`config.mk`:
```
export PLATFORM = sky130hd
export DESIGN_NAME = adsr_envelope
export DESIGN_NICKNAME = d
export VERILOG_FILES = /design/src/rtl/impulse_pkg.sv /design/src/rtl/adsr_envelope_tick_gen.sv /design/src/rtl/adsr_envelope.sv
export SDC_FILE = /design/constraint.sdc
export NUM_CORES = 1
export LEC_CHECK = 0
export CAP_MARGIN = 20
export CORE_AREA = 2 2 109 111
export CTS_CLUSTER_DIAMETER = 120
export DETAILED_ROUTE_END_ITERATION = 7
export DIE_AREA = 0 0 111 113
export PLACE_DENSITY = 0.73
export SLEW_MARGIN = 15
export SYNTH_ARGS = -nofsm -noshare
export SYNTH_HDL_FRONTEND = slang
export SYNTH_SLANG_ARGS = --single-unit
```
`constraint.sdc`:
```
create_clock -name clk -period 6.6 [get_ports clk]
set_input_delay 1.32 -clock clk [delete_from_list [all_inputs] [get_ports clk]]
set_output_delay 1.32 -clock clk [all_outputs]
set_load 0.05 [all_outputs]
```
`src/rtl/impulse_pkg.sv`:
```
// Shared types and constants for the envelope/oscillator datapath.
package impulse_pkg;

   typedef enum logic [2:0] {
      IDLE    = 3'd0,
      ATTACK  = 3'd1,
      DECAY   = 3'd2,
      SUSTAIN = 3'd3,
      RELEASE = 3'd4
   } env_state_t;

   localparam logic [14:0] ENV_MAX = 15'd32767;

endpackage

```
`src/rtl/adsr_envelope_tick_gen.sv`:
```
// Prescaler: one-cycle tick every DIV clocks, counter restarts from 0 on rst.
module tick_gen #(
   parameter int unsigned DIV = 1024
) (
   input  logic clk,
   input  logic rst,
   output logic tick
);

   localparam logic [15:0] LAST = 16'(DIV - 1);

   logic [15:0] count_reg;

   always_ff @(posedge clk) begin
      if (rst)
         count_reg <= '0;
      else if (count_reg == LAST)
         count_reg <= '0;
      else
         count_reg <= count_reg + 16'd1;
   end

   assign tick = (count_reg == LAST);

endmodule

```
`src/rtl/adsr_envelope.sv`:
```
// ADSR envelope generator: gate-driven FSM stepping a 15-bit level on prescaled ticks.
module adsr_envelope
   import impulse_pkg::*;
#(
   parameter int unsigned TICK_DIV = 1024
) (
   input  logic               clk,
   input  logic               rst,
   input  logic               gate,
   input  logic [15:0]        attack_rate,
   input  logic [15:0]        decay_rate,
   input  logic [14:0]        sustain_level,
   input  logic [15:0]        release_rate,
   output logic signed [16:0] volume,
   output logic [2:0]         state,
   output logic               active
);

   env_state_t  state_reg, state_next;
   logic [14:0] level_reg, level_next;
   logic        tick;

   logic [16:0] attack_sum;
   logic [16:0] decay_diff;
   logic [16:0] decay_floor;
   logic [16:0] release_diff;

   tick_gen #(.DIV(TICK_DIV)) u_tick_gen (
      .clk  (clk),
      .rst  (rst),
      .tick (tick)
   );

   // 17-bit arithmetic so neither overflow past ENV_MAX nor underflow below 0 wraps.
   assign attack_sum   = {2'b00, level_reg} + {1'b0, attack_rate};
   assign decay_diff   = {2'b00, level_reg} - {1'b0, decay_rate};
   assign decay_floor  = {2'b00, sustain_level} + {1'b0, decay_rate};
   assign release_diff = {2'b00, level_reg} - {1'b0, release_rate};

   always_ff @(posedge clk) begin
      if (rst) begin
         state_reg <= IDLE;
         level_reg <= '0;
      end else begin
         state_reg <= state_next;
         level_reg <= level_next;
      end
   end

   // Gate checks come before tick so a coincident gate change never steps the level.
   always_comb begin
      state_next = state_reg;
      level_next = level_reg;
      case (state_reg)
         IDLE: begin
            level_next = '0;
            if (gate)
               state_next = ATTACK;
         end
         ATTACK: begin
            if (!gate) begin
               state_next = RELEASE;
            end else if (tick) begin
               if (attack_rate == 16'd0 || attack_sum >= {2'b00, ENV_MAX}) begin
                  level_next = ENV_MAX;
                  state_next = DECAY;
               end else begin
                  level_next = attack_sum[14:0];
               end
            end
         end
         DECAY: begin
            if (!gate) begin
               state_next = RELEASE;
            end else if (tick) begin
               if (decay_rate == 16'd0 || {2'b00, level_reg} <= decay_floor) begin
                  level_next = sustain_level;
                  state_next = SUSTAIN;
               end else begin
                  level_next = decay_diff[14:0];
               end
            end
         end
         SUSTAIN: begin
            if (!gate)
               state_next = RELEASE;
            else if (tick)
               level_next = sustain_level;
         end
         RELEASE: begin
            if (gate) begin
               state_next = ATTACK;
            end else if (tick) begin
               if (release_rate == 16'd0 || {1'b0, level_reg} <= release_rate) begin
                  level_next = '0;
                  state_next = IDLE;
               end else begin
                  level_next = release_diff[14:0];
               end
            end
         end
         default: begin
            state_next = IDLE;
            level_next = '0;
         end
      endcase
   end

   assign volume = {2'b00, level_reg};
   assign state  = state_reg;
   assign active = (state_reg != IDLE);

endmodule

```
==> flow_metrics.py <==
metrics = {
    "status": {
        "status": "finished, violations left",
        "violations": "design-rule violations",
    },
    "routing": {
        "drtIter0Drc": 576,
        "wl_um": 18100,
        "firstDrtPassIters": 8,
        "viasPerCell": 6.20,
        "drc": 6,
        "vias": 5816,
        "wl_per_cell_um": 19.3,
        "antenna_left": 0,
    },
    "cts": {
        "numCtsBuffers": 5,
        "cts_sinks": 34,
        "root_buffer": "clkbuf_16",
        "cts_tree": "yes",
        "clockBufferDepth": 2,
        "clkLatencyLatePin_ps": 280,
        "hold_buffers": 0,
        "htreeDepth": 2,
        "post_cts_resized": 0,
        "path_clk_slew_ps": 60,
        "postCtsSetupRepairBufs": 0,
    },
    "layout": {
        "syn_to_final_growth_pct": 20.4,
        "nets": 939,
        "drive_gt1_share_pct": 6.16,
        "largest_reg_flops": 16,
        "antenna_cells": 0,
    },
    "synth": {
        "yosysWarnings": 0,
        "yosys.area.top_type": "ha_1",
        "async_flop_share_pct": 0,
        "synth.area.mux_share_pct": 2.06,
        "synth_edf_count": 0,
        "synth_top_family_by_area": "compound AO/OA/AOI/OAI gates",
        "yosys_register_bits": 34,
        "synthFlopType": "dfxtp_1",
        "synth_simple_gate_area_share_pct": 23.5,
        "syn_area_sq_um": 5530,
        "avgSynthCellArea_sq_um": 7.70,
        "synth_cell_types": 92,
        "synth-adder-area-share_pct": 18.4,
        "synth_compound_area_share_pct": 29.6,
        "netlist_instances": 718,
        "synthTopCellsByArea": "ha_1 17%, dfxtp_1 12%, a21oi_1 4.9%",
        "synth_top_area_share_pct": 17.0,
        "ys_seq_area_share_pct": 12.3,
        "synth_xor_area_share_pct": 8.88,
    },
    "critical_path": {
        "cp-startpoint": "decay_rate[0]",
        "cp-start-kind": "input pin",
        "crit_end": "level_reg[2]$_SDFFE_PP0P_",
        "crit_path_max_fanout": 19,
        "critical_path_class": "in2reg",
        "r2r_cells": 13,
        "cp.required_ps": 6780,
        "r2r-end": "level_reg[10]$_SDFFE_PP0P_",
        "arrival_ps": 5970,
        "critPathCaptureType": "flop",
        "rr_startpoint": "level_reg[0]$_SDFFE_PP0P_",
        "reg2reg_slack_ps": 2980,
    },
    "floorplanning": {
        "dieArea_sq_um": 12500,
        "initial_core_util_pct": 49.0,
        "rows": 39,
        "ios": 87,
        "die_h_um": 113,
        "die_x_um": 111,
        "coreArea_sq_um": 11300,
    },
    "global_routing": {
        "gr-total-overflow": 0,
        "grt_pass1_vias": 5554,
        "grt_pass1_wl_um": 28800,
        "grt.total_usage_pct": 28.2,
        "antenna_found_initial": 0,
        "grt_max_degree": 20,
    },
    "timing": {
        "hold_viol": 0,
        "fmax_ghz": 0.173,
        "finalSetupTns_ps": 0,
        "slew_headroom_pct": 51.1,
        "worstMarginPinSlew_ps": 733,
        "whs_ps": 465,
        "rsz0062_at_grt": "false",
        "finalCritPeriodShare_pct": 87.6,
        "clock_skew_ps": 4.10,
        "layout_min_cycle_time_ps": 5780,
        "setup_viol": 0,
        "slew_violations": 0,
    },
    "pwr": {
        "switching_share_pct": 37.5,
        "power_density_nw_per_um2": 149,
        "p_comb_share_pct": 45.2,
        "seq_power_share_pct": 23.1,
        "vdd.ir_drop.worst_mv": 0.132,
        "p_clk_share_pct": 31.6,
        "p_sw_uw": 372,
        "total_leakage_power_uw": 0.00280,
        "internal_power_uw": 619,
    },
    "place": {
        "hpwlAfterDp_um": 15000,
        "place_congestion": 1.01,
        "io_buffers": 84,
    },
    "worst_hold_path": {
        "hp-class": "reg2reg",
    },
    "flow_run": {
        "maxCapViolCount": 0,
    },
}
## metal layers
metal	wire length, um	track usage (%)	share of wire, %	vias up
met5	0	0	0	-
met4	426	7.42	2.4	0
met3	1190	3.91	6.6	31
met2	8140	45.7	45	234
met1	8320	39.7	46	2677
li1	-	-	-	2874
## area by class of cell
type | count | area, sq um
multi-input combinational | 620 | 4560
clock inverter | 3 | 68.8
tap | 143 | 179
fill | 1031 | 4620
inverter | 46 | 173
timing repair buffer | 87 | 863
sequential | 34 | 681
clock buffer | 5 | 125
## synthesized netlist by cell type, types with 4 or more instances
library cell,count
ha_1,75
nor2_1,61
a21oi_1,54
nand2_1,51
inv_1,46
o21ai_0,37
dfxtp_1,34
xnor2_1,28
xor2_1,28
nand3_1,21
nor4_1,17
nor3_1,15
a211oi_1,14
o21a_1,14
a21o_1,13
nand4_1,10
a31oi_1,9
clkbuf_1,9
or3_1,9
a222oi_1,8
and3_1,8
mux2i_1,8
o211ai_1,8
nor2b_1,7
nand2b_1,6
or2_2,6
and2_1,5
a211o_1,4
a31o_2,4
fa_1,4
nand3b_1,4
## critical path, cell delays in order
cell,delay (ps)
clkdlybuf4s50_1,490
ha_1,280
fa_1,440
a211oi_1,320
o21ai_0,230
o211ai_1,180
a21boi_0,160
o21ai_0,180
nand2b_1,80
a21oi_1,180
xor2_1,180
ha_1,260
and4_1,210
nand3_1,120
o22ai_1,110
o221ai_4,570
mux2i_1,150
o2111a_1,250
a221oi_1,240
## kinds of logic (layout without fill, tap and decap cells)
group / Yosys count / count (layout)
AO/OA/AOI/OAI: 229 / 229
XOR/XNOR: 56 / 56
adder cells (fa/ha/maj): 79 / 79
buffers and inverters: 65 / 141
flip-flops: 34 / 34
multiplexers: 11 / 11
other: 1 / 2
AND/OR/NAND/NOR: 243 / 243
## power groups by stage
stage	clock network, uW	registers (uW)	logic, uW
global placement	0	233	432
CTS	316	229	442
global route	325	230	489
detailed placement	0	233	439
finish	314	229	449
floorplan	0	244	286
## cells in the final DEF (no fill, tap or decap), types with 4 or more instances in the layout
master,n
clkdlybuf4s50_1,84
ha_1,75
nor2_1,61
a21oi_1,54
nand2_1,51
inv_1,46
o21ai_0,37
dfxtp_1,34
xor2_1,28
xnor2_1,28
nand3_1,21
nor4_1,17
nor3_1,15
o21a_1,14
a211oi_1,14
a21o_1,13
nand4_1,10
or3_1,9
a31oi_1,9
and3_1,8
o211ai_1,8
mux2i_1,8
a222oi_1,8
nor2b_1,7
nand2b_1,6
or2_2,6
and2_1,5
clkbuf_16,5
a31o_2,4
nand3b_1,4
a211o_1,4
fa_1,4
## how the worst min path moves through the flow
stage,startpoint,endpoint,slack (ps),depth (start not counted)
2_1_floorplan,u_tick_gen.count_reg[0]$_SDFF_PP0_,u_tick_gen.count_reg[0]$_SDFF_PP0_,430,1
3_3_place_gp,u_tick_gen.count_reg[0]$_SDFF_PP0_,u_tick_gen.count_reg[0]$_SDFF_PP0_,440,1
3_5_place_dp,u_tick_gen.count_reg[0]$_SDFF_PP0_,u_tick_gen.count_reg[0]$_SDFF_PP0_,450,1
4_1_cts,u_tick_gen.count_reg[0]$_SDFF_PP0_,u_tick_gen.count_reg[0]$_SDFF_PP0_,470,1
5_1_grt,u_tick_gen.count_reg[0]$_SDFF_PP0_,u_tick_gen.count_reg[0]$_SDFF_PP0_,500,1
6_report,u_tick_gen.count_reg[0]$_SDFF_PP0_,u_tick_gen.count_reg[0]$_SDFF_PP0_,470,1
## metrics by stage
stage                     worst slack, ps  cell area (sq um)  std cells  utilization [%]  power, uW
final                                 815               6650        938             59.0        992
after global routing                  392               6650        938             59.0       1040
after CTS                             846               6650        938             59.0        987
after detailed placement              571               6460        930             57.3        673
after global placement                765               6460        930             57.3        665
after floorplan                      1630               5530        719                -        530
(Power assumes the default switching activity.)
